<file path="src/rtl/text_overlay_writer.sv">
// Editable NUM_CHARS-glyph string rendered from an external font ROM as a 24-bit
// valid/ready pixel stream; two debounced pushbuttons cycle and commit glyph codes.

module text_overlay_key #(
    parameter int DEBOUNCE_CYCLES = 16
) (
    input  logic i_clock,
    input  logic i_reset,
    input  logic i_key_n,
    output logic o_press
);
    localparam int CNT_W = $clog2(DEBOUNCE_CYCLES + 1);

    logic [1:0]       r_sync;
    logic             r_prev;
    logic             r_level;
    logic [CNT_W-1:0] r_cnt;
    logic             w_key;
    logic             w_accept;

    assign w_key    = r_sync[1];
    assign w_accept = (w_key == r_prev) && (r_cnt == '0) && (w_key != r_level);
    assign o_press  = w_accept && !w_key;

    always_ff @(posedge i_clock) begin
        if (i_reset) begin
            r_sync  <= 2'b11;
            r_prev  <= 1'b1;
            r_level <= 1'b1;
            r_cnt   <= '0;
        end else begin
            r_sync <= {r_sync[0], i_key_n};
            r_prev <= w_key;
            // any level change restarts the stability window
            if (w_key != r_prev)
                r_cnt <= CNT_W'(DEBOUNCE_CYCLES - 1);
            else if (r_cnt != '0)
                r_cnt <= r_cnt - CNT_W'(1);
            if (w_accept)
                r_level <= w_key;
        end
    end
endmodule

// state | meaning
// IDLE  | waiting for start
// FETCH | present {code,row} to the font ROM
// WAIT  | ROM_LATENCY cycles until glyph row is latched
// EMIT  | shift out GLYPH_W pixels under valid/ready
// DONE  | frame complete, drop busy
module text_overlay_writer #(
    parameter int                 NUM_CHARS       = 8,
    parameter int                 GLYPH_W         = 8,
    parameter int                 GLYPH_H         = 16,
    parameter int                 CODE_W          = 8,
    parameter int                 ROM_LATENCY     = 1,
    parameter logic [CODE_W-1:0]  CODE_MIN        = 8'h20,
    parameter logic [CODE_W-1:0]  CODE_MAX        = 8'h7E,
    parameter int                 DEBOUNCE_CYCLES = 16,
    parameter logic [23:0]        FG_COLOR        = 24'hFFFFFF,
    parameter logic [23:0]        BG_COLOR        = 24'h000000,
    localparam int                ROW_W           = $clog2(GLYPH_H),
    localparam int                COL_W           = $clog2(NUM_CHARS)
) (
    input  logic                    i_clock,
    input  logic                    i_reset,
    input  logic                    i_key_next_n,
    input  logic                    i_key_sel_n,
    input  logic                    i_start,
    output logic                    o_busy,
    output logic [CODE_W+ROW_W-1:0] o_rom_addr,
    input  logic [GLYPH_W-1:0]      i_rom_data,
    output logic [23:0]             o_pix_data,
    output logic                    o_pix_valid,
    input  logic                    i_pix_ready,
    output logic                    o_pix_eol,
    output logic                    o_pix_last,
    output logic [COL_W-1:0]        o_cursor,
    output logic [CODE_W-1:0]       o_cur_code,
    output logic                    o_edit_wrap
);
    localparam int BIT_W  = $clog2(GLYPH_W);
    localparam int WAIT_W = (ROM_LATENCY > 1) ? $clog2(ROM_LATENCY) : 1;

    typedef enum logic [2:0] {S_IDLE, S_FETCH, S_WAIT, S_EMIT, S_DONE} state_t;

    state_t                    r_state, w_state_nxt;
    logic [CODE_W-1:0]         r_buf [NUM_CHARS];
    logic [COL_W-1:0]          r_cursor;
    logic [CODE_W-1:0]         r_cur_code;
    logic                      r_edit_wrap;
    logic [ROW_W-1:0]          r_row;
    logic [COL_W-1:0]          r_col;
    logic [BIT_W-1:0]          r_bit;
    logic [WAIT_W-1:0]         r_wait;
    logic [GLYPH_W-1:0]        r_shift;
    logic [CODE_W+ROW_W-1:0]   r_rom_addr;
    logic                      w_next_press, w_sel_press;
    logic                      w_accept, w_bit_last, w_col_last, w_row_last;
    logic [CODE_W+ROW_W-1:0]   w_fetch_addr;

    text_overlay_key #(.DEBOUNCE_CYCLES(DEBOUNCE_CYCLES)) u_key_next (
        .i_clock(i_clock), .i_reset(i_reset), .i_key_n(i_key_next_n), .o_press(w_next_press));
    text_overlay_key #(.DEBOUNCE_CYCLES(DEBOUNCE_CYCLES)) u_key_sel (
        .i_clock(i_clock), .i_reset(i_reset), .i_key_n(i_key_sel_n), .o_press(w_sel_press));

    // a same-cycle next+sel writes the old code because both use non-blocking updates
    always_ff @(posedge i_clock) begin
        if (i_reset) begin
            for (int i = 0; i < NUM_CHARS; i++) r_buf[i] <= CODE_MIN;
            r_cursor    <= '0;
            r_cur_code  <= CODE_MIN;
            r_edit_wrap <= 1'b0;
        end else begin
            r_edit_wrap <= 1'b0;
            if (w_sel_press) begin
                r_buf[r_cursor] <= r_cur_code;
                if (r_cursor == COL_W'(NUM_CHARS - 1)) begin
                    r_cursor    <= '0;
                    r_edit_wrap <= 1'b1;
                end else begin
                    r_cursor <= r_cursor + COL_W'(1);
                end
            end
            if (w_next_press)
                r_cur_code <= (r_cur_code == CODE_MAX) ? CODE_MIN : r_cur_code + CODE_W'(1);
        end
    end

    assign w_accept     = (r_state == S_EMIT) && i_pix_ready;
    assign w_bit_last   = (r_bit == BIT_W'(GLYPH_W - 1));
    assign w_col_last   = (r_col == COL_W'(NUM_CHARS - 1));
    assign w_row_last   = (r_row == ROW_W'(GLYPH_H - 1));
    assign w_fetch_addr = {r_buf[r_col], r_row};

    always_ff @(posedge i_clock) begin
        if (i_reset) r_state <= S_IDLE;
        else         r_state <= w_state_nxt;
    end

    always_comb begin
        w_state_nxt = r_state;
        o_busy      = (r_state != S_IDLE);
        o_pix_valid = (r_state == S_EMIT);
        o_pix_data  = (o_pix_valid && r_shift[GLYPH_W-1]) ? FG_COLOR : BG_COLOR;
        o_pix_eol   = o_pix_valid && w_bit_last && w_col_last;
        o_pix_last  = o_pix_eol && w_row_last;
        o_rom_addr  = (r_state == S_FETCH) ? w_fetch_addr : r_rom_addr;
        case (r_state)
            S_IDLE:  if (i_start) w_state_nxt = S_FETCH;
            S_FETCH: w_state_nxt = S_WAIT;
            S_WAIT:  if (r_wait == '0) w_state_nxt = S_EMIT;
            S_EMIT:  if (w_accept && w_bit_last)
                         w_state_nxt = (w_col_last && w_row_last) ? S_DONE : S_FETCH;
            S_DONE:  w_state_nxt = S_IDLE;
            default: w_state_nxt = S_IDLE;
        endcase
    end

    always_ff @(posedge i_clock) begin
        if (i_reset) begin
            r_row      <= '0;
            r_col      <= '0;
            r_bit      <= '0;
            r_wait     <= '0;
            r_shift    <= '0;
            r_rom_addr <= '0;
        end else begin
            case (r_state)
                S_IDLE: if (i_start) begin
                    r_row <= '0;
                    r_col <= '0;
                end
                S_FETCH: begin
                    r_rom_addr <= w_fetch_addr;
                    r_wait     <= WAIT_W'(ROM_LATENCY - 1);
                end
                S_WAIT: if (r_wait == '0) begin
                    r_shift <= i_rom_data;
                    r_bit   <= '0;
                end else begin
                    r_wait <= r_wait - WAIT_W'(1);
                end
                S_EMIT: if (w_accept) begin
                    r_shift <= r_shift << 1;
                    r_bit   <= r_bit + BIT_W'(1);
                    if (w_bit_last) begin
                        if (w_col_last) begin
                            r_col <= '0;
                            r_row <= r_row + ROW_W'(1);
                        end else begin
                            r_col <= r_col + COL_W'(1);
                        end
                    end
                end
                default: ;
            endcase
        end
    end

    assign o_cursor    = r_cursor;
    assign o_cur_code  = r_cur_code;
    assign o_edit_wrap = r_edit_wrap;
endmodule

</file>
<file path="config.mk">
export PLATFORM = sky130hd
export DESIGN_NAME = text_overlay_writer
export DESIGN_NICKNAME = d
export VERILOG_FILES = /design/src/rtl/text_overlay_writer.sv
export SDC_FILE = /design/constraint.sdc
export NUM_CORES = 1
export LEC_CHECK = 0
export ABC_AREA = 1
export CORE_ASPECT_RATIO = 0.75
export CORE_UTILIZATION = 45
export CTS_CLUSTER_DIAMETER = 150
export CTS_CLUSTER_SIZE = 12
export DETAILED_ROUTE_END_ITERATION = 8
export PLACE_DENSITY = 0.75
export SLEW_MARGIN = 40
export SYNTH_ARGS = -nofsm -noshare
export SYNTH_HDL_FRONTEND = slang
export SYNTH_SLANG_ARGS = --single-unit
</file>
<file path="constraint.sdc">
create_clock -name i_clock -period 7.9 [get_ports i_clock]
set_clock_uncertainty 0.1 [all_clocks]
set_input_delay 1.975 -clock i_clock [delete_from_list [all_inputs] [get_ports i_clock]]
set_output_delay 1.975 -clock i_clock [all_outputs]
set_load 0.02 [all_outputs]
</file>
Word-level counts from Yosys, hierarchy flattened --
Memories as Yosys holds them, arrays and structs flattened. A register that Yosys moved wholly into a read port is not among the register bits. Index checks and enable logic that the tools add are counted.
Word-level totals: bits in registers 64, logic and storage cells 126, output and inout port bits 52, memories 1, RAM bits 64
Memories:
- r_buf | depth 8, bits a word 8, read ports 1, clocked after Yosys merged registers in 1, wr ports 8, RTL line 88 | logic [CODE_W-1:0] r_buf [NUM_CHARS];
Operators by class: multiplexer cells 42, eq/ne operators 20, reduce and logical (&&, ||, !) cells 34, add/sub/neg operators 8, bitwise operators 1
Operators by type and width (number):
- 3-bit 2-to-1 mux | 14
- 4-bit 2-to-1 mux | 8
- 8-bit 2-to-1 mux | 4
- 24-bit 2-to-1 mux | 1
- 8-bit one-hot mux with 2 select lines | 1
- 1-bit logical AND | 13
- 12-bit 2-to-1 mux | 1
- 3-bit one-hot mux with 2 select lines | 2
- 3-bit one-hot mux with 4 select lines | 1
- 5-bit zero test | 2
- 2-bit nonzero test | 5
- 5-bit nonzero test | 2
- 5-bit by 1-bit subtractor with 5-bit output (second input constant) | 2
- 3-bit by 1-bit adder with 3-bit output (second input constant) | 3
- 3-bit equality test (second input constant) | 3
- 8-bit by 1-bit adder with 8-bit output (second input constant) | 1
- 8-bit by 7-bit equality test with 1-bit output (second input constant) | 1
- 1-bit 2-to-1 mux | 8
- 2-bit by 1-bit inequality test with 1-bit output (second input constant) | 4
- 4-bit one-hot mux with 2 select lines | 1
- 8-bit OR reduction | 1
- 3-bit by 2-bit equality test with 1-bit output (second input constant) | 2
- 3-bit AND reduction | 2
- 2-bit OR reduction | 3
- other kinds (14) | 20

Logic depth before layout (Yosys ltp) --
depth after elaboration 9, mapped depth 9, mapped depth without buffers 9

By module --
A second synthesis with hierarchy kept.
Unflattened totals: cells, all modules 773, area, all modules 6229.7 µm²
By module, submodules not included:
- text_overlay_writer | instances 1, cells an instance 651, area an instance 5371.4 µm²
- text_overlay_key | instances 2, cells an instance 61, area an instance 429.2 µm²

Worst setup path before layout --
OpenSTA, ideal clock, no wires.
path kind register -> output, start register r_state[2], end output port o_pix_data[10], data required time 5.825 ns, path slack 3.683 ns, data arrival time 2.142 ns, stages on the path, launching flop included 6, cells stage by stage dfxtp_1 -> inv_1 -> nand3_1 -> clkbuf_1 -> nor2_1 -> buf_4
On the way: longest elaborated chain between the ends 3
Ends and longest elaborated chain:
- start: declaration | RTL line 87 | state_t r_state, w_state_nxt;
- start signal: assignment | RTL line 138 | else r_state <= w_state_nxt;
- 3-bit by 2-bit equality test with 1-bit output | RTL line 144 | o_pix_valid = (r_state == S_EMIT);
- 1-bit logical AND | RTL line 145 | o_pix_data = (o_pix_valid && r_shift[GLYPH_W-1]) ? FG_COLOR : BG_COLOR;
- 24-bit 2-to-1 mux | RTL line 145
- end: declaration | RTL line 73 | output logic [23:0] o_pix_data,
Every way passes these cells.

Final worst setup path --
start register r_state[2], end output port o_pix_data[3]
The elaborated chain is that of the path after synthesis.

==> metrics.txt <==
Setup CP Type flip-flop to output pin; global-route wire length before repair 22000 um; multiplexer share of the synthesized area 0; pin count of the biggest net entering global routing 38; gr ovfl total 0; Max FO, Critical Path 24; share of cells above drive strength 1 0.0735; Mapped Area 6210 um2; Synth Area in Compound Gates 0.0750; sequential area share after synthesis 0.523; CP top delay family simple AND/OR/NAND/NOR gates; status finished clean; Iter 0 DRT Violations between 300 and 400; Initial Util 0.470; Detail Placement HPWL between 8000 and 9000 um; top cells by area, synth edfxtp_1 31%, dfxtp_1 21%, nand2_1 11%, nor2_1 7.0%, nand3_1 5.0%; worst reg2reg setup slack roughly 5.3 ns; Crit-path slowest cell nor2_2; Placement Setup Slack 3.33 ns; RSZ-0062 raised after global routing false; maximum VDD drop approximately 280 uV; # nets final 817; crit end category output pin; WL met2 between 5000 and 6000 um; Yosys reg bits 130; WP data arrival roughly 2.9 ns; Final Hold Viols 0; Unique masters post-synth 31; syn avg cell area slightly above 8 um2; largest family of logic cells by synthesized area simple AND/OR/NAND/NOR gates; final worst-path cycle share 0.631; Synth Area in Adders 0.0262; cts repair resizes 0; row cnt 36; CTS buffer count 17; DRT Wirelength 13600 um; commonest non-fill, non-tap cell in the layout nand2_1; Vias between 4000 and 5000; Port Buffer Count 65; wire length on met1 6680 um; setup ws final 2.91 ns; number of enable flip-flop cells after synthesis between 60 and 70; worst skew pair latency 0.42 ns; Post-Synthesis Cells about 750; Via density approximately 5; most frequent cells in the layout 177 x nand2_1, 113 x nor2_1, 70 x inv_1; Worst-path clk slew roughly 0.06 ns; Placer Congestion 0.833; Longest Clk Path Bufs 2; io pins 66; Post-Syn Nets between 700 and 800; Yosys top cell area share 0.310; top routing layer in use met4; CTS tree done; area grow syn2layout 19.0%; Total Die Area between 10000 and 15000 um2; met3 WL 928 um; Clock Root Buffer clkbuf_16; residual DRC count 0; HP Class flip-flop to flip-flop; Synth Area in XOR/XNOR 0.00988; initial antenna violation count 0; Slew HR 0.511; TritonRoute pass-1 iters 5; Post-DRT Antenna Nets 0; setup violators final 0; Hold Buf Count CTS 0; Top FF cell, synth dfxtp_1; Power Dens Cells between 300 and 400 nW/um2; Max Fclk ~0.2 GHz; crit path cell chain inv_1, nand3_1, nor2_2, clkdlybuf4s50_1; worst path required time about 6 ns; slowest cell delay on critical path between 0.7 and 0.8 ns; Ys Warns 0; critical path startpoint category flip-flop; Core Region roughly 13000 um2; setup TNS 0 ns; asr flop ratio synth 0; worst path bufs/invs 2; fin. max-slew vios 0; area leader, netlist edfxtp_1; H-tree Lvls 4; P_leak roughly 3.0 nW; antenna cell count 0; Simple-Gate Fraction of Synth Area 0.275; Die Y 104 um; global-route usage over all layers 0.201; Sink Count 130; Routed WL per cell 14.0 um; maxcap violations 0; vias in the first global route 4402; number of post-CTS setup repair buffers 0; Slew @ Worst Pin ~0.73 ns; chip width 138 um; Final Critical Period around 5.0 ns
logic make-up (layout without fill, tap and decap cells):
logic type | Yosys count | after routing
fa+ha+maj | 13 | 13
compound gates | 88 | 88
flops | 130 | 130
simple gates | 389 | 389
xor+xnor | 7 | 7
buf+inv | 125 | 176
sequential cells by signal (all words and copies together), names as in the netlist, 4 cells and up, named ones only:
name,count
r_buf,64
r_row,4
u_key_sel.r_cnt,5
o_cur_code,8
u_key_next.r_cnt,5
r_rom_addr,12
r_shift,8
synthesized netlist by cell type (2+ instances only):
| master | n |
|---|---|
| a211oi_1 | 5 |
| or2_2 | 9 |
| nand2b_1 | 2 |
| xor2_1 | 6 |
| dfxtp_1 | 66 |
| ha_1 | 13 |
| clkbuf_1 | 21 |
| o21ai_0 | 36 |
| inv_1 | 71 |
| nand4_2 | 4 |
| clkinv_1 | 5 |
| nand2_1 | 177 |
| buf_4 | 23 |
| nand3_1 | 62 |
| a21oi_1 | 37 |
| nand2_4 | 5 |
| edfxtp_1 | 64 |
| nor2_1 | 115 |
| nor3_1 | 5 |
| nand4_1 | 5 |
| a31oi_1 | 9 |
| buf_2 | 3 |
final cells by class:
cell class	instances	area [um2]
clock buffer	17	425
clock inverter	15	144
fill	1156	5810
inverter	76	285
multi-input combinational	497	2400
sequential	130	3240
tap	171	214
timing repair buffer	68	673
worst paths after layout:
path                                            end  cells past startpoint                 from
worst max-delay path                  o_pix_data[3]                      4           r_state[2]
worst min-delay path            u_key_sel.r_sync[1]                      1  u_key_sel.r_sync[0]
worst max register to register          r_buf[6][7]                      8   u_key_sel.r_cnt[0]
worst min register to register  u_key_sel.r_sync[1]                      1  u_key_sel.r_sync[0]
where the power goes:
part | internal (mW) | switching (mW) | total, mW
sequential | 0.806 | 0.0586 | 0.864
combinational | 0.275 | 0.470 | 0.744
clock | 0.459 | 0.293 | 0.752
total | 1.54 | 0.821 | 2.36
per-stage QoR:
step	power [mW]	instances	utilization	hold slack, ns	area [um2]
after global routing	2.50	974	0.560	0.332	7380
after global placement	1.59	942	0.516	0.292	6810
after floorplan	1.40	752	-	0.289	6210
final	2.36	974	0.560	0.307	7380
after CTS	2.36	974	0.559	0.308	7380
after detailed placement	1.61	942	0.516	0.296	6810
metal layers:
layer	track usage	vias up
met1	0.297	2233
met4	0.0722	0
met2	0.282	171
met3	0.0465	25
li1	-	2507
met5	0	-
Note: power is estimated with default switching activity, not from simulation.
